### config.mk
export PLATFORM = sky130hd
export DESIGN_NAME = mem_access_stage
export DESIGN_NICKNAME = d
export VERILOG_FILES = /design/src/rtl/mem_access_stage_pkg.sv /design/src/rtl/mem_access_stage_load_align_ext.sv /design/src/rtl/mem_access_stage.sv
export SDC_FILE = /design/constraint.sdc
export NUM_CORES = 1
export LEC_CHECK = 0
export CAP_MARGIN = 20
export CORE_AREA = 2 2 126 128
export DETAILED_ROUTE_END_ITERATION = 10
export DIE_AREA = 0 0 128 130
export GPL_ROUTABILITY_DRIVEN = 1
export GPL_TIMING_DRIVEN = 0
export PLACE_DENSITY = 0.8
export SYNTH_ARGS = -nofsm -noshare
export SYNTH_HDL_FRONTEND = slang
export SYNTH_HIERARCHICAL = 1
export SYNTH_SLANG_ARGS = --single-unit
### constraint.sdc
create_clock -name clk -period 5.05 [get_ports clk]
set_clock_uncertainty 0.1 [all_clocks]
set_input_delay 0.7575 -clock clk [delete_from_list [all_inputs] [get_ports clk]]
set_output_delay 0.7575 -clock clk [all_outputs]
set_load 0.005 [all_outputs]
### src/rtl/mem_access_stage_pkg.sv
// mem_access_stage_pkg: funct3 size codes, mem_to_reg codes, FSM state type and default ack timeout
package mem_access_stage_pkg;
  localparam logic [2:0] F3_LB  = 3'b000;
  localparam logic [2:0] F3_LH  = 3'b001;
  localparam logic [2:0] F3_LW  = 3'b010;
  localparam logic [2:0] F3_LBU = 3'b100;
  localparam logic [2:0] F3_LHU = 3'b101;
  localparam logic [1:0] SZ_BYTE = 2'b00;
  localparam logic [1:0] SZ_HALF = 2'b01;
  localparam logic [1:0] MTR_ALU = 2'b00;
  localparam logic [1:0] MTR_MEM = 2'b01;
  localparam logic [1:0] MTR_PC4 = 2'b10;
  localparam int ACK_TIMEOUT_DEF = 16;
  typedef enum logic {S_IDLE, S_WAIT} state_t;
endpackage

### src/rtl/mem_access_stage_load_align_ext.sv
// load_align_ext: picks the addressed lane of a read word and sign/zero extends it by funct3
module load_align_ext
  import mem_access_stage_pkg::*;
(
  input  logic [31:0] rdata,
  input  logic [1:0]  off,
  input  logic [2:0]  funct3,
  output logic [31:0] data
);
  logic [31:0] lane;
  logic        sx;
  always_comb begin
    lane = rdata >> {off, 3'b000};
    sx = ~funct3[2];
    data = funct3[1:0] == SZ_BYTE ? {{24{sx & lane[7]}}, lane[7:0]} :
           funct3[1:0] == SZ_HALF ? {{16{sx & lane[15]}}, lane[15:0]} : lane;
  end
endmodule

### src/rtl/mem_access_stage.sv
// mem_access_stage: MEM stage with stalling data-memory handshake, ack timeout, MEM/WB register; MEM_MISALIGN_TRAP_EN enables misaligned-access trap
module mem_access_stage
  import mem_access_stage_pkg::*;
#(
  parameter int ACK_TIMEOUT = ACK_TIMEOUT_DEF
) (
  input  logic        clk,
  input  logic        rst,
  input  logic [31:0] mem_pc_plus_4_i,
  input  logic [31:0] mem_alu_result_i,
  input  logic [31:0] mem_read_data2_i,
  input  logic [4:0]  mem_rd_addr_i,
  input  logic [2:0]  mem_funct3_i,
  input  logic        mem_reg_write_en_i,
  input  logic        mem_mem_read_en_i,
  input  logic        mem_mem_write_en_i,
  input  logic [1:0]  mem_mem_to_reg_i,
  output logic        dmem_req_o,
  output logic        dmem_we_o,
  output logic [31:0] dmem_addr_o,
  output logic [31:0] dmem_wdata_o,
  output logic [3:0]  dmem_be_o,
  input  logic        dmem_ack_i,
  input  logic [31:0] dmem_rdata_i,
  output logic        stall_o,
  output logic [31:0] wb_pc_plus_4_o,
  output logic [31:0] wb_alu_result_o,
  output logic [31:0] wb_load_data_o,
  output logic [4:0]  wb_rd_addr_o,
  output logic        wb_reg_write_en_o,
  output logic [1:0]  wb_mem_to_reg_o,
  output logic        bus_err_o,
  output logic        misalign_o
);
  state_t      state;
  logic [7:0]  cnt;
  logic [1:0]  sz, off;
  logic        is_mem, trap, access, ack, tmo, is_load;
  logic [31:0] ld_data;
`ifdef MEM_MISALIGN_TRAP_EN
  assign trap = is_mem & (sz == SZ_HALF ? mem_alu_result_i[0] : sz != SZ_BYTE && |mem_alu_result_i[1:0]);
`else
  assign trap = 1'b0;
`endif
  always_comb begin
    sz = mem_funct3_i[1:0];
    off = sz == SZ_BYTE ? mem_alu_result_i[1:0] : sz == SZ_HALF ? {mem_alu_result_i[1], 1'b0} : 2'b00;
    is_mem = mem_mem_read_en_i | mem_mem_write_en_i;
    is_load = mem_mem_read_en_i & ~mem_mem_write_en_i;
    access = is_mem & ~trap & ~rst;
    ack = access & dmem_ack_i;
    tmo = access & ~ack & state == S_WAIT & cnt == 8'(ACK_TIMEOUT - 1);
    stall_o = access & ~ack & ~tmo;
    dmem_req_o = access;
    dmem_we_o = mem_mem_write_en_i;
    dmem_addr_o = {mem_alu_result_i[31:2], 2'b00};
    dmem_be_o = ~mem_mem_write_en_i ? 4'b1111 : sz == SZ_BYTE ? 4'b0001 << off :
                sz == SZ_HALF ? 4'b0011 << off : 4'b1111;
    dmem_wdata_o = sz == SZ_BYTE ? {4{mem_read_data2_i[7:0]}} :
                   sz == SZ_HALF ? {2{mem_read_data2_i[15:0]}} : mem_read_data2_i;
  end
  load_align_ext u_ext (
    .rdata  (dmem_rdata_i),
    .off    (off),
    .funct3 (mem_funct3_i),
    .data   (ld_data)
  );
  always_ff @(posedge clk) begin
    if (rst) begin
      state <= S_IDLE;
      cnt <= '0;
      wb_pc_plus_4_o <= '0;
      wb_alu_result_o <= '0;
      wb_load_data_o <= '0;
      wb_rd_addr_o <= '0;
      wb_reg_write_en_o <= 1'b0;
      wb_mem_to_reg_o <= '0;
      bus_err_o <= 1'b0;
      misalign_o <= 1'b0;
    end else begin
      state <= stall_o ? S_WAIT : S_IDLE;
      cnt <= state == S_WAIT && stall_o ? cnt + 8'd1 : 8'd0;
      wb_pc_plus_4_o <= stall_o ? '0 : mem_pc_plus_4_i;
      wb_alu_result_o <= stall_o ? '0 : mem_alu_result_i;
      wb_load_data_o <= ack && is_load ? ld_data : '0;
      wb_rd_addr_o <= stall_o ? '0 : mem_rd_addr_i;
      wb_reg_write_en_o <= ~stall_o & mem_reg_write_en_i & ~tmo & ~trap;
      wb_mem_to_reg_o <= stall_o ? '0 : mem_mem_to_reg_i;
      bus_err_o <= tmo;
      misalign_o <= trap;
    end
  end
endmodule

==> results of run 1 <==
## stage by stage
stage / instances / hold slack, ps / cell area (um2)
after floorplan: 492 / 356 / 4920
after global placement: 1001 / 377 / 8340
after detailed placement: 1001 / 388 / 8340
after CTS: 1031 / 396 / 8980
after global routing: 1031 / 435 / 8980
final: 1031 / 393 / 8980
## power by group through the flow
| stage | clock network, uW | logic [uW] | registers (uW) |
|---|---|---|---|
| floorplan | 0 | 162 | 966 |
| global placement | 0 | 458 | 961 |
| detailed placement | 0 | 462 | 962 |
| CTS | 1320 | 466 | 943 |
| global route | 1360 | 498 | 945 |
| finish | 1300 | 463 | 943 |
## worst register-to-register path: cells and delay by family, from the launching register on
family / cells / cell delay [ps]
AOI/OAI and AO/OA: 1 / 630
DFF: 1 / 330
adders and majority gates: 1 / 230
buffers and inverters: 1 / 260
and+or+nand+nor: 2 / 350
## cell usage after synthesis (all sizes together), types with 5 or more instances
library cell,instances
a211oi,11
a21oi,18
and2,32
buf,60
clkbuf,14
dfxtp,114
mux2,18
mux2i,23
nand2,29
nor2,18
nor2b,13
nor3,8
nor3b,71
o21ai,28
or3,5
## cell type report
class / instances / area [um2]
fill: 1337 / 6450
timing repair buffer: 317 / 3170
sequential: 114 / 2280
multi-input combinational: 300 / 2100
buffer: 76 / 531
clock buffer: 20 / 457
tap: 192 / 240
clock inverter: 10 / 183
inverter: 2 / 7.51
## kinds of logic after synthesis
kind of cell    count (synthesis)  share of synthesized area, %
flops                         114                          46.4
buf+inv                        78                          10.9
xor+xnor                        4                         0.713
other cells                     1                        0.0763
fa+ha+maj                       1                         0.254
simple gates                  189                          24.7
compound gates                 61                          7.56
mux                            42                          9.34
## worst paths after layout
path / slack (ps) / to / depth (start not counted)
max: 1210 / dmem_wdata_o[23] / 5
min: 390 / cnt[0] / 1
max reg2reg: 3000 / wb_alu_result_o[12] / 5
min reg2reg: 390 / cnt[0] / 1
## state kept, by name, indices dropped and copies added (netlist names)
name and flops:
bus_err_o 1, wb_alu_result_o 32, wb_reg_write_en_o 1, wb_mem_to_reg_o 2, state 1, cnt 8, wb_load_data_o 32, wb_pc_plus_4_o 32
wb_rd_addr_o 5
## cell usage in the layout, fill, tap and decap left out, types with 8 or more instances in the layout
| master | n |
|---|---|
| clkbuf_16 | 17 |
| buf_2 | 8 |
| buf_6 | 8 |
| buf_4 | 44 |
| a21oi_1 | 18 |
| o21ai_0 | 24 |
| clkdlybuf4s50_1 | 317 |
| nand2_1 | 29 |
| nor2b_1 | 13 |
| nor2_1 | 17 |
| mux2i_1 | 23 |
| mux2_2 | 18 |
| clkbuf_1 | 15 |
| nor3b_1 | 65 |
| and2_1 | 32 |
| a211oi_1 | 11 |
| dfxtp_1 | 114 |
## layer usage
metal	vias to the layer above	GRT usage (%)
li1	2320	-
met1	2194	21.3
met2	251	36.0
met3	25	6.44
met4	0	6.92
met5	-	0
==> flow_summary.yaml, run 1 <==
synth:
  synthTopCellsByArea: "dfxtp_1 46%, nor3b_1 9.9%, buf_4 6.7%"
  synthCells: 490
  synth_edf_count: 0
  ys_async_sr_fraction_pct: 0
  seq_area_frac_synth_pct: 46.4
  synthesis.area_um2: 4920
  syn_area_per_cell_um2: 10.0
  synth_flop_cell: "dfxtp_1"
  yosys.area.top_type: "dfxtp_1"
  synth_top_area_share_pct: 46.4
  ys_warn_count: 6
  synth_cell_types: 41
  synth-seq-cells: 114
die:
  core_um2: 15400
  pin_count: 321
  start_util_pct: 31.9
  die_x_um: 128
  dieArea_um2: 16600
  rows: 46
  dieHeight_um: 130
grt:
  grt_max_degree: 17
  grt_pass1_vias: 4674
  grt_pass1_wl_mm: 24.8
  grt.overflow.total: 0
  antenna_found_initial: 0
  grtUsageTotal_pct: 19.7
clock_network:
  cts_tree: "yes"
  cts_num_sinks: 114
  cts-resized-gates: 0
  numCtsBuffers: 17
  postCtsSetupBuffers: 0
  root_buffer: "clkbuf_16"
  clkTransAtPathRegs_ps: 50
  clock_latency_ps: 410
  cts_hold_buf: 0
  h-tree-depth: 4
  cts_buffer_depth: 2
power:
  p_int_uw: 2130
  p_total_uw: 2700
  p_leak_uw: 0.00347
  p_seq_share_pct: 34.9
  ir_worst_vdd_v: 0.000220
  switching_share_pct: 21.4
  clock_power_share_pct: 48.0
  combPwrFrac_pct: 17.1
  switching_power_uw: 579
  powerDensity_nw_per_um2: 301
placement:
  hpwlAfterDp_mm: 13.3
  globalplace.congestion: 0.832
  preCtsSetupSlack_ps: 1190
  portBuffers: 317
setup_path:
  crit_buf_inv: 4
  r2r_start: "cnt[0]"
  cp.arrival_ps: 2980
  endpoint_kind: "primary output"
  cpLargestDelayFamily: "buffers and inverters"
  cp-start-kind: "input port"
  path_cells: "clkdlybuf4s50_1 > buf_2 > clkbuf_1 > mux2_2 > clkdlybuf4s50_1"
  cpMostUsedCell: "clkdlybuf4s50_1"
  setup.worst_path.start: "mem_funct3_i[1]"
  critical_path_required_ps: 4190
  slowest_delay_ps: 640
  path_max_fanout: 10
  path_class: "in -> out"
  cp_slowest_cell: "clkdlybuf4s50_1"
run:
  cap_violations: 0
status:
  status: "complete, no violations"
detailed_routing:
  routed.top_layer: "met4"
  drc: 0
  met1Wirelength_mm: 6.39
  antenna_left: 0
  met3WireLength_mm: 1.33
  first_pass_iters: 4
  wirelength_mm: 16.9
  wl_met2_mm: 8.74
  viasPerCell: 4.65
  drt_iter0_drc: 242
  vias: 4790
  wire_per_inst_um: 16.4
sta:
  setup_slack_ps: 1210
  rsz0062_at_grt: "false"
  max_slew_margin_pct: 54.2
  fin_crit_sh_pct: 76.0
  drv_slew: 0
  tns_ps: 0
  tightest_slew_ps: 687
  setup_viol: 0
  fmax_ghz: 0.261
  final-hold-violation-count: 0
  post-route-min-period_ps: 3840
final_layout:
  antennaDiodeCount: 0
  final_core_utilization_pct: 58.2
  layout.nets: 973
  area_delta_synth_final_pct: 82.6
  drive_gt1_share_pct: 14.4
worst_hold_path:
  min_from: "cnt[0]"
  worstHoldPathType: "reg -> reg"
No activity file was read; power rests on OpenSTA's default activity.
==> run 2, diff against run 1 <==
- CORE_AREA: 2 2 126 128 -> 2 2 124 126
- DIE_AREA: 0 0 128 130 -> 0 0 126 128
- PLACE_DENSITY: 0.8 -> 0.82
- clock period: 5.05 -> 3.6 ns (I/O delays scaled with it)
==> flow_summary.yaml, run 2 (synthesis gave the netlist of run 1 again) <==
final_layout:
  fill_cells: 1248
  final_common_cell: "clkdlybuf4s50_1"
  stdcell_area_um2: 8940
  layout.nets: 973
  antennaDiodeCount: 0
  area_delta_synth_final_pct: 81.8
  drive_gt1_share_pct: 14.6
  top_regs: "wb_alu_result_o: 32 flops, wb_load_data_o: 32 flops, wb_pc_plus_4_o: 32 flops"
  final_cell_mix: "317 x clkdlybuf4s50_1, 114 x dfxtp_1, 65 x nor3b_1"
setup_path:
  cp_slowest_cell: "clkdlybuf4s50_1"
  cp.arrival_ps: 2750
  cp-start-kind: "input port"
  path_max_fanout: 10
  endpoint_kind: "primary output"
  path_cells: "clkdlybuf4s50_1 > buf_2 > clkbuf_1 > mux2_2 > clkdlybuf4s50_1"
  slowest_delay_ps: 660
  crit_buf_inv: 4
  cpMostUsedCell: "clkdlybuf4s50_1"
  critical_path_required_ps: 2960
  path_class: "in -> out"
  cpLargestDelayFamily: "buffers and inverters"
sta:
  max_slew_margin_pct: 51.8
  final-hold-violation-count: 0
  hold_ws_ps: 383
  drv_slew: 0
  fmax_ghz: 0.295
  setup_slack_ps: 209
  post-route-min-period_ps: 3390
  setup_viol: 0
  tns_ps: 0
  tightest_slew_ps: 724
  fin_crit_sh_pct: 94.2
  rsz0062_at_grt: "false"
clock_network:
  cts_hold_buf: 0
  clkTransAtPathRegs_ps: 50
  cts_tree: "yes"
  root_buffer: "clkbuf_16"
  cts_buffer_depth: 2
  cts_num_sinks: 114
  clock_latency_ps: 410
  numCtsBuffers: 17
  h-tree-depth: 4
  postCtsSetupBuffers: 0
  cts-resized-gates: 0
grt:
  grt_max_degree: 17
  grt_pass1_wl_mm: 25.2
  antenna_found_initial: 1
  grt_pass1_vias: 4649
  grt.overflow.total: 0
  grtUsageTotal_pct: 20.2
power:
  p_leak_uw: 0.00344
  powerDensity_nw_per_um2: 413
  p_total_uw: 3690
  ir_worst_vdd_v: 0.000295
detailed_routing:
  viasPerCell: 4.64
  first_pass_iters: 5
  vias: 4773
  drc: 0
  wire_per_inst_um: 16.3
  antenna_left: 0
  wirelength_mm: 16.8
  drt_iter0_drc: 253
die:
  pin_count: 321
  die_x_um: 126
  start_util_pct: 33.1
  dieHeight_um: 128
  dieArea_um2: 16100
  rows: 45
  core_um2: 14900
placement:
  hpwlAfterDp_mm: 13.3
  portBuffers: 317
  preCtsSetupSlack_ps: 183
  dpl_cell_area_um2: 8330
  globalplace.congestion: 0.890
status:
  status: "complete, no violations"
worst_hold_path:
  worstHoldPathType: "reg -> reg"
run:
  cap_violations: 0
==> run 2: changes by cell type in the layout (fill, tap and decap cells not counted), sizes merged <==
cell / before / now
clkinvlp: 0 / 3
clkbuf: 34 / 32
clkinv: 5 / 4
bufinv: 5 / 3
inv: 2 / 6
==> run 2: per-stage QoR <==
step / util (%) / std cells
after floorplan: - / 492
after global placement: 56.1 / 997
after detailed placement: 56.1 / 997
after CTS: 60.2 / 1029
after global routing: 60.2 / 1029
final: 60.2 / 1029
==> run 2: where the power goes <==
part           internal [uW]  leakage [uW]  switching (uW)
combinational            417       0.00222             229
clock                   1100      0.000288             622
sequential              1310      0.000933            12.9
total                   2820       0.00344             864
==> run 2: path summary, 6_finish.rpt <==
path                   startpoint                  end  slack (ps)  cells past startpoint
hold reg to reg            cnt[0]               cnt[0]         380                      1
hold / removal             cnt[0]               cnt[0]         380                      1
setup / recovery  mem_funct3_i[1]     dmem_wdata_o[22]         210                      5
setup reg to reg           cnt[0]  wb_alu_result_o[21]        1540                      5
==> run 2: area by class of cell <==
cell class                      instances  area, um2  share of cell area [%]
Sequential cell                       114       2280                    25.5
Inverter                                2       7.51                  0.0840
Clock inverter                         14        179                    2.00
Multi-Input combinational cell        300       2100                    23.5
Clock buffer                           18        429                    4.80
Tap cell                              188        235                    2.63
Buffer                                 76        531                    5.93
Timing Repair Buffer                  317       3170                    35.5
==> run 2: worst register-to-register path, delay by kind of cell (launching register included) <==
kind            cells  cell delay, ps
fa+ha+maj           1             230
buf+inv             1             260
simple gates        2             330
compound gates      1             650
flops               1             330
==> run 2: layer usage <==
metal  part of all wire [%]  global-route usage (%)  vias up
met5                      0                       0        -
met4                    2.1                    8.02        0
met3                    7.3                    5.51       22
met2                     53                    37.7      253
met1                     38                    21.7     2180
li1                       -                       -     2318
